## config.mk

```make
export PLATFORM = sky130hd
export DESIGN_NAME = tt_um_dff_ram_seq
export DESIGN_NICKNAME = d
export VERILOG_FILES = /design/src/rtl/dff_ram_pkg.sv /design/src/rtl/dff_ram_core.sv /design/src/rtl/tt_um_dff_ram_seq.sv
export SDC_FILE = /design/constraint.sdc
export NUM_CORES = 1
export LEC_CHECK = 0
export CAP_MARGIN = 20
export CORE_UTILIZATION = 55
export CTS_CLUSTER_SIZE = 28
export DETAILED_ROUTE_END_ITERATION = 8
export GPL_ROUTABILITY_DRIVEN = 1
export GPL_TIMING_DRIVEN = 0
export PLACE_DENSITY_LB_ADDON = 0.08
export SLEW_MARGIN = 20
export SYNTH_ARGS = -nofsm -noshare
export SYNTH_HDL_FRONTEND = slang
export SYNTH_HIERARCHICAL = 1
export SYNTH_SLANG_ARGS = --single-unit
```

## constraint.sdc

```tcl
create_clock -name clk -period 5.74 [get_ports clk]
set_clock_uncertainty 0.05 [all_clocks]
set_input_delay 0.574 -clock clk [delete_from_list [all_inputs] [get_ports clk]]
set_output_delay 0.574 -clock clk [all_outputs]
set_load 0.005 [all_outputs]
```

## src/rtl/dff_ram_pkg.sv

```systemverilog
// Shared definitions for the flip-flop RAM tile: op codes, control states
// and status word bit positions.
package dff_ram_pkg;

    typedef enum logic [2:0] {
        OP_NOP     = 3'b000,
        OP_SET_PTR = 3'b001,
        OP_WRITE   = 3'b010,
        OP_READ    = 3'b011,
        OP_CLEAR   = 3'b100,
        OP_FILL    = 3'b101
    } op_e;

    typedef enum logic {
        ST_IDLE  = 1'b0,
        ST_SWEEP = 1'b1
    } state_e;

    // Status word layout: {busy, wrap, err, ptr[4:0]}
    localparam int STAT_BUSY    = 7;
    localparam int STAT_WRAP    = 6;
    localparam int STAT_ERR     = 5;
    localparam int STAT_PTR_LSB = 0;
    localparam int STAT_PTR_W   = 5;

    // ui_in field positions
    localparam int UI_AUTO_INC = 3;
    localparam int UI_STAT_SEL = 4;

endpackage

```

## src/rtl/dff_ram_core.sv

```systemverilog
// RAM_BYTES x 8 flop array with one synchronous write port and one
// registered read port. Reset clears every word and the read register.
module dff_ram_core #(
    parameter int RAM_BYTES = 32,
    parameter int ADDR_W    = $clog2(RAM_BYTES)
) (
    input  logic              clk,
    input  logic              rst_n,
    input  logic              we,
    input  logic [ADDR_W-1:0] wr_addr,
    input  logic [7:0]        wr_data,
    input  logic              re,
    input  logic [ADDR_W-1:0] rd_addr,
    output logic [7:0]        rdata
);

    localparam int unsigned DEPTH = RAM_BYTES;

    logic [7:0] mem [RAM_BYTES];

    // Storage array: cleared by reset, otherwise written one word per edge
    always_ff @(posedge clk) begin
        if (!rst_n) begin
            for (int unsigned i = 0; i < DEPTH; i++) begin
                mem[i] <= '0;
            end
        end else if (we) begin
            mem[wr_addr] <= wr_data;
        end
    end

    // Registered read port: rdata holds until the next read strobe
    always_ff @(posedge clk) begin
        if (!rst_n) begin
            rdata <= '0;
        end else if (re) begin
            rdata <= mem[rd_addr];
        end
    end

endmodule

```

## src/rtl/tt_um_dff_ram_seq.sv

```systemverilog
// Tiny Tapeout flip-flop RAM tile: command decode, address pointer with
// optional post-increment, CLEAR/FILL sweep engine and status readback.
module tt_um_dff_ram_seq
    import dff_ram_pkg::*;
#(
    parameter int RAM_BYTES = 32
) (
    input  logic       clk,
    input  logic       rst_n,
    input  logic       ena,
    input  logic [7:0] ui_in,
    input  logic [7:0] uio_in,
    output logic [7:0] uo_out,
    output logic [7:0] uio_out,
    output logic [7:0] uio_oe
);

    localparam int                ADDR_W    = $clog2(RAM_BYTES);
    localparam logic [ADDR_W-1:0] LAST_ADDR = ADDR_W'(RAM_BYTES - 1);
    localparam logic [8:0]        DEPTH9    = 9'(RAM_BYTES);

    state_e            state;
    logic [ADDR_W-1:0] ptr;
    logic [ADDR_W-1:0] sweep_idx;
    logic [7:0]        fill_val;
    logic              wrap;
    logic              err;

    op_e               op;
    logic              auto_inc;
    logic              stat_sel;
    logic              idle_en;
    logic              do_write;
    logic              do_read;

    logic              ram_we;
    logic [ADDR_W-1:0] ram_wr_addr;
    logic [7:0]        ram_wr_data;
    logic [7:0]        rdata;
    logic [7:0]        status;
    logic              unused_rsvd;

    assign op       = op_e'(ui_in[2:0]);
    assign auto_inc = ui_in[UI_AUTO_INC];
    assign stat_sel = ui_in[UI_STAT_SEL];
    assign idle_en  = ena && (state == ST_IDLE);
    assign do_write = idle_en && (op == OP_WRITE);
    assign do_read  = idle_en && (op == OP_READ);

    // Command decode, pointer/flag update and sweep sequencing
    always_ff @(posedge clk) begin
        if (!rst_n) begin
            state     <= ST_IDLE;
            ptr       <= '0;
            sweep_idx <= '0;
            fill_val  <= '0;
            wrap      <= 1'b0;
            err       <= 1'b0;
        end else if (ena) begin
            unique case (state)
                ST_IDLE: begin
                    case (op)
                        OP_SET_PTR: begin
                            wrap <= 1'b0;
                            if ({1'b0, uio_in} < DEPTH9) begin
                                ptr <= uio_in[ADDR_W-1:0];
                                err <= 1'b0;
                            end else begin
                                ptr <= '0;
                                err <= 1'b1;
                            end
                        end
                        OP_WRITE, OP_READ: begin
                            if (auto_inc) begin
                                if (ptr == LAST_ADDR) begin
                                    ptr  <= '0;
                                    wrap <= 1'b1;
                                end else begin
                                    ptr <= ptr + 1'b1;
                                end
                            end
                        end
                        OP_CLEAR: begin
                            fill_val  <= '0;
                            sweep_idx <= '0;
                            state     <= ST_SWEEP;
                        end
                        OP_FILL: begin
                            fill_val  <= uio_in;
                            sweep_idx <= '0;
                            state     <= ST_SWEEP;
                        end
                        default: ;
                    endcase
                end
                ST_SWEEP: begin
                    if (sweep_idx == LAST_ADDR) begin
                        state     <= ST_IDLE;
                        sweep_idx <= '0;
                        ptr       <= '0;
                        wrap      <= 1'b0;
                    end else begin
                        sweep_idx <= sweep_idx + 1'b1;
                    end
                end
            endcase
        end
    end

    // Write port mux: the sweep engine owns the port while busy
    always_comb begin
        if (state == ST_SWEEP) begin
            ram_we      = ena;
            ram_wr_addr = sweep_idx;
            ram_wr_data = fill_val;
        end else begin
            ram_we      = do_write;
            ram_wr_addr = ptr;
            ram_wr_data = uio_in;
        end
    end

    dff_ram_core #(
        .RAM_BYTES (RAM_BYTES),
        .ADDR_W    (ADDR_W)
    ) u_core (
        .clk     (clk),
        .rst_n   (rst_n),
        .we      (ram_we),
        .wr_addr (ram_wr_addr),
        .wr_data (ram_wr_data),
        .re      (do_read),
        .rd_addr (ptr),
        .rdata   (rdata)
    );

    // Status word assembly; pointer zero-extended into its field
    always_comb begin
        status = '0;
        status[STAT_BUSY] = (state == ST_SWEEP);
        status[STAT_WRAP] = wrap;
        status[STAT_ERR]  = err;
        status[STAT_PTR_LSB +: STAT_PTR_W] = STAT_PTR_W'(ptr);
    end

    assign uo_out      = stat_sel ? status : rdata;
    assign uio_out     = '0;
    assign uio_oe      = '0;
    assign unused_rsvd = &{1'b0, ui_in[7:5]};

endmodule

```

==> results of run 1 <==
## worst max-delay path, stage by stage
cell             delay, ps
clkdlybuf4s50_1        550
nand2b_1               200
buf_2                  180
nor2_1                 100
nor2_1                  40
nor2_1                 240
nand4_1                680
clkbuf_1               560
o21ai_0                970
## registers in the layout, indices dropped and copies added, names as in the netlist
signal,count
fill_val,8
wrap,1
err,1
u_core/mem,256
ptr,5
u_core/rdata,8
state,1
sweep_idx,5
## worst min-delay path by stage
stage | from | end | slack [ps]
2_1_floorplan | fill_val[0] | fill_val[0] | 410
3_3_place_gp | fill_val[5] | fill_val[5] | 420
3_5_place_dp | fill_val[7] | fill_val[7] | 430
4_1_cts | fill_val[5] | fill_val[5] | 450
5_1_grt | fill_val[0] | fill_val[0] | 480
6_report | fill_val[4] | fill_val[4] | 440
## cell families after synthesis
group                      synth area share, %
and+or+nand+nor                          16.10
AOI/OAI and AO/OA                        8.371
buffers and inverters                    3.666
xor gates and xnor gates               0.06385
DFF                                      60.26
adders and majority gates               0.4560
muxes                                    11.05
other                                  0.02733
## layout make-up
cell class | instances | area [um2]
fillers | 1904 | 8989
repair buffers | 22 | 220.2
clock inverters | 15 | 190.2
multi-input cells | 728 | 5006
well taps | 324 | 405.4
plain buffers | 93 | 488.0
flip-flops and latches | 285 | 8268
inverters | 4 | 15.01
clock buffers | 40 | 809.5
## stage by stage
step | worst slack [ps] | util [%] | cells | power [mW] | cell area (um2)
after detailed placement | 1213 | 59.05 | 1456 | 2.730 | 14400
after global placement | 1158 | 59.05 | 1456 | 2.725 | 14400
final | 1745 | 63.15 | 1511 | 4.687 | 15400
after floorplan | 2752 | - | 1110 | 2.582 | 13780
after global routing | 1634 | 63.15 | 1511 | 4.816 | 15400
after CTS | 1685 | 63.15 | 1511 | 4.697 | 15400
## cells in the mapped netlist (4+ instances only)
master,instances
and2_1,257
edfxtp_1,256
mux2i_1,129
a22oi_1,72
clkbuf_1,56
nor2_1,56
a21oi_1,47
o21ai_0,43
dfxtp_1,29
buf_4,25
mux2_2,20
nand2_1,13
or4_1,11
buf_2,6
nand3_1,6
buf_6,5
ha_1,5
nand2b_1,5
nor2b_1,5
nor3_1,5
nand3b_1,4
## power by group
| part | internal (mW) | switching, mW | total, mW |
|---|---|---|---|
| logic | 0.108 | 0.244 | 0.352 |
| clock network | 1.20 | 0.786 | 1.99 |
| registers | 2.32 | 0.0235 | 2.35 |
## routing by layer
layer / routed length [um] / track usage (%) / share of wire (%)
met5: 0 / 0 / 0
met4: 1182 / 10.04 / 3.2
met1: 15210 / 40.30 / 41
met2: 17030 / 45.43 / 46
met3: 3575 / 5.766 / 9.7
==> impl_metrics.tcl, run 1 <==
set metrics [dict create \
    ys_seq_elements 285 \
    mostFrequentLayoutCells "and2_1 (257), edfxtp_1 (256), mux2i_1 (129)" \
    clk_latency_ps 560 \
    drv_cap 0 \
    ys_seq_area_share_pct 60.26 \
    ir_drop_v 0.0002169 \
    holdCritPathClass "reg -> reg" \
    syn-cell-area_mm2 0.01372 \
    start_util_pct 56.25 \
    io_pins 43 \
    endpoint "u_core/mem[15][4]" \
    drtIter0Drc 1199 \
    rr_worst_depth 7 \
    routed_wl_mm 36.99 \
    cp-start-kind "primary input" \
    status "finished, final reports clean" \
    r2r-end "u_core/mem[15][4]" \
    fmax_ghz 0.2503 \
    yosys.area.top_type "edfxtp_1" \
    path_clk_slew_ps 60 \
    fin_setup_tns_ps 0 \
    avgSynthCellArea_um2 12.53 \
    viasPerCell 5.992 \
    globalplace.congestion 0.9670 \
    numCtsBuffers 31 \
    grt_setup_unrepaired "false" \
    r2r_setup_slack_ps 1780 \
    yosysWarnings 6 \
    hold_violations 0 \
    dp_hpwl_mm 25.37 \
    cp-startpoint "ui_in[2]" \
    htreeDepth 1 \
    globalRoute.totalOverflow 0 \
    final_nets 1189 \
    antenna-diode-count 0 \
    syn_to_final_growth_pct 12.26 \
    clock_sinks 285 \
    yosysTopAreaCellShare_pct 56.03 \
    crit_path_end_kind "register" \
    hold_ws_ps 442.3 \
    cts_tree "yes" \
    die_height_um 159.9 \
    wire_per_inst_um 24.48 \
    die_area_mm2 0.02558 \
    grt_first_pass_wirelength_mm 54.10 \
    fin_crit_ps 3995 \
    grt_pass1_vias 8544 \
    yosys-top-cells-area "edfxtp_1 (56%), and2_1 (12%), mux2i_1 (9.4%)" \
    die_x_um 159.9 \
    rr_startpoint "state" \
    antenna_found_initial 0 \
    ant_nets 0 \
    gr-usage-all-layers_pct 28.95 \
    finalCritPeriodShare_pct 69.60 \
    coreArea_mm2 0.02439 \
    slew_viol_final 0 \
    ctsRootBufferMaster "clkbuf_16" \
    drive_gt1_share_pct 8.340 \
    grt_max_degree 15 \
    arrival_ps 4120 \
    cellPowerDensity_mw_per_mm2 304.3 \
    clockBufferDepth 3 \
    cp_max_fo 10 \
    synthCells 1095 \
    rows 57 \
    port_buffers 22 \
    p_leak_nw 5.359 \
    ctsResizeCount 0 \
    worstPathRequired_ps 5860 \
    synthArstFlopShare_pct 0 \
    tightest_slew_ps 1074 \
    vias 9054 \
    post_cts_buffers 0 \
    setup_violations 0 \
    final_common_cell "and2_1" \
    critPathKind "in -> reg" \
    drc 0 \
    holdPathStages 2 \
    synth_cell_type_count 47 \
    holdBufCountCts 0 \
    slew_headroom_pct 27.64 \
    ys.flop_type "edfxtp_1" \
    first_pass_iters 5 \
    synth_edf_count 256 \
]
No activity file was read; power rests on OpenSTA's default activity.
==> inputs of run 2 (changes only) <==
- clock period: 5.74 -> 3.9 ns (I/O delays scaled with it)
==> run 2 against run 1 <==
The flow now finishes with violations (setup timing). Register-to-register slack worse by 1800 ps. First-iteration DRC count is 1.0% lower. Global-route usage stayed put. Utilization stayed put. Count of clock-buffer cells in the layout stayed put. Worst setup slack worse by 1700 ps. Final cell count stayed put. Sequential cell count stayed put. Non-clock buffer count stayed put. Critical path type is now reg -> reg. Highest routed layer unchanged.
==> impl_metrics.tcl, run 2 (synthesis gave the netlist of run 1 again) <==
set metrics [dict create \
    antenna-diode-count 0 \
    largest_reg_flops 256 \
    fillCellCount 1904 \
    use_met3_pct 5.766 \
    final_common_cell "and2_1" \
    use_met1_pct 40.30 \
    drv_cap 0 \
    ir_drop_v 0.0003209 \
    die_x_um 159.9 \
    io_pins 43 \
    hold_violations 0 \
    r2r_setup_slack_ps -4 \
    top_usage_layer "met2" \
    drc 0 \
    mostFrequentLayoutCells "and2_1 (257), edfxtp_1 (256), mux2i_1 (129)" \
    top_regs "u_core/mem x256, fill_val x8, u_core/rdata x8" \
    grt_max_degree 15 \
    hold_end "fill_val[4]" \
    holdCritStartpoint "fill_val[4]" \
    holdCritPathClass "reg -> reg" \
    globalRoute.totalOverflow 0 \
    cp-start-kind "register" \
    antenna_found_initial 0 \
    final_nets 1189 \
    post_cts_buffers 0 \
    path_clk_slew_ps 60 \
    utilization_pct 63.15 \
    clk_latency_ps 560 \
    arrival_ps 4030 \
    place_area_mm2 0.01440 \
    grt_pass1_vias 8544 \
    holdBufCountCts 0 \
    final_area_mm2 0.01540 \
    rr_worst_depth 6 \
    tightest_slew_ps 910.5 \
    finalCritPeriodShare_pct 100.1 \
    drive_gt1_share_pct 8.340 \
    ant_nets 0 \
    setup_violations 5 \
    cellPowerDensity_mw_per_mm2 447.9 \
    gr-usage-all-layers_pct 28.95 \
    die_height_um 159.9 \
    routed_wl_mm 36.95 \
    dp_hpwl_mm 25.37 \
    r2r-end "u_core/mem[22][5]" \
    p_leak_nw 5.359 \
    grt_setup_unrepaired "false" \
    register_area_mm2 0.008268 \
    globalplace.congestion 0.9670 \
    holdPathStages 2 \
    port_buffers 22 \
    drtIter0Drc 1187 \
    worst_slack_ps -3.693 \
    critPathKind "reg -> reg" \
    rr_startpoint "state" \
    coreArea_mm2 0.02439 \
    vias 9066 \
    die_area_mm2 0.02558 \
    clock_sinks 285 \
    clockBufferDepth 3 \
    wire_per_inst_um 24.45 \
    numCtsBuffers 31 \
    regMostFlops "u_core/mem" \
    first_pass_iters 5 \
    viasPerCell 6.000 \
    gr-usage-met2_pct 45.43 \
    slew_viol_final 0 \
    fin_crit_ps 3904 \
    htreeDepth 1 \
    cp_max_fo 10 \
    multi_input_area_mm2 0.005006 \
    violations "setup timing" \
    start_util_pct 56.25 \
    syn_to_final_growth_pct 12.26 \
    cts_tree "yes" \
    rows 57 \
    worstPathRequired_ps 4030 \
    fmax_ghz 0.2562 \
    slew_headroom_pct 38.89 \
    grt_first_pass_wirelength_mm 54.10 \
    crit_path_end_kind "register" \
    ctsRootBufferMaster "clkbuf_16" \
    status "finished with violations" \
]
run 2: cell types whose count changed in the layout (fill, tap and decap cells not counted):
cell | previous run | this run
o21ai_0 | 15 | 12
o21ai_1 | 29 | 32
run 2: layer usage:
layer,vias up,share of wire [%],routed length [um]
li1,4118,-,-
met1,4398,41,14990
met2,468,46,16960
met3,82,10,3801
met4,0,3.2,1190
met5,-,0,0
run 2: layout make-up:
class | instances | area share [%]
sequential | 285 | 53.68
multi-input combinational | 728 | 32.50
clock buffer | 40 | 5.256
buffer | 93 | 3.168
tap | 324 | 2.632
timing repair buffer | 22 | 1.430
clock inverter | 15 | 1.235
inverter | 4 | 0.09748
run 2: timing repair:
action / 4_1_cts / 5_1_grt
cloned: 0 / 0
endpoints found under the setup margin: 40 / 24
resized for setup: 5 / 3
run 2: power breakdown:
group          switching [mW]  internal [mW]  leakage [nW]
logic                   0.357          0.158          1.99
clock network            1.16           1.77         0.484
registers              0.0346           3.42          2.88
total                    1.55           5.35          5.36
run 2: critical path, cell delays in order (launching register included):
cell      delay [ps]
dfxtp_1          480
buf_2            250
buf_2            260
mux2_2           400
nand4b_1         660
clkbuf_1         560
o21ai_1          850
run 2: per-stage QoR:
| step | setup TNS (ps) | cells | total power, mW | setup slack, ps | hold slack (ps) |
|---|---|---|---|---|---|
| 6_report | -8.002 | 1511 | 6.899 | -3.693 | 442.3 |
| 5_1_grt | 0 | 1511 | 7.088 | 4.099 | 478.0 |
| 4_1_cts | 0 | 1511 | 6.913 | 4.483 | 450.6 |
| 3_5_place_dp | -40860 | 1456 | 4.018 | -443.1 | 433.5 |
| 3_3_place_gp | -71750 | 1456 | 4.011 | -498.1 | 424.2 |
| 2_1_floorplan | 0 | 1110 | 3.800 | 912.2 | 409.8 |
run 2: worst max-delay path by stage:
stage,startpoint,endpoint,slack (ps),depth (start not counted)
6_report,state,u_core/mem[22][5],-4,6
5_1_grt,state,u_core/mem[22][2],4,6
4_1_cts,state,u_core/mem[16][2],4,7
3_5_place_dp,ui_in[2],u_core/mem[6][0],-440,9
3_3_place_gp,ui_in[2],u_core/mem[8][0],-500,11
2_1_floorplan,state,u_core/mem[20][0],910,7
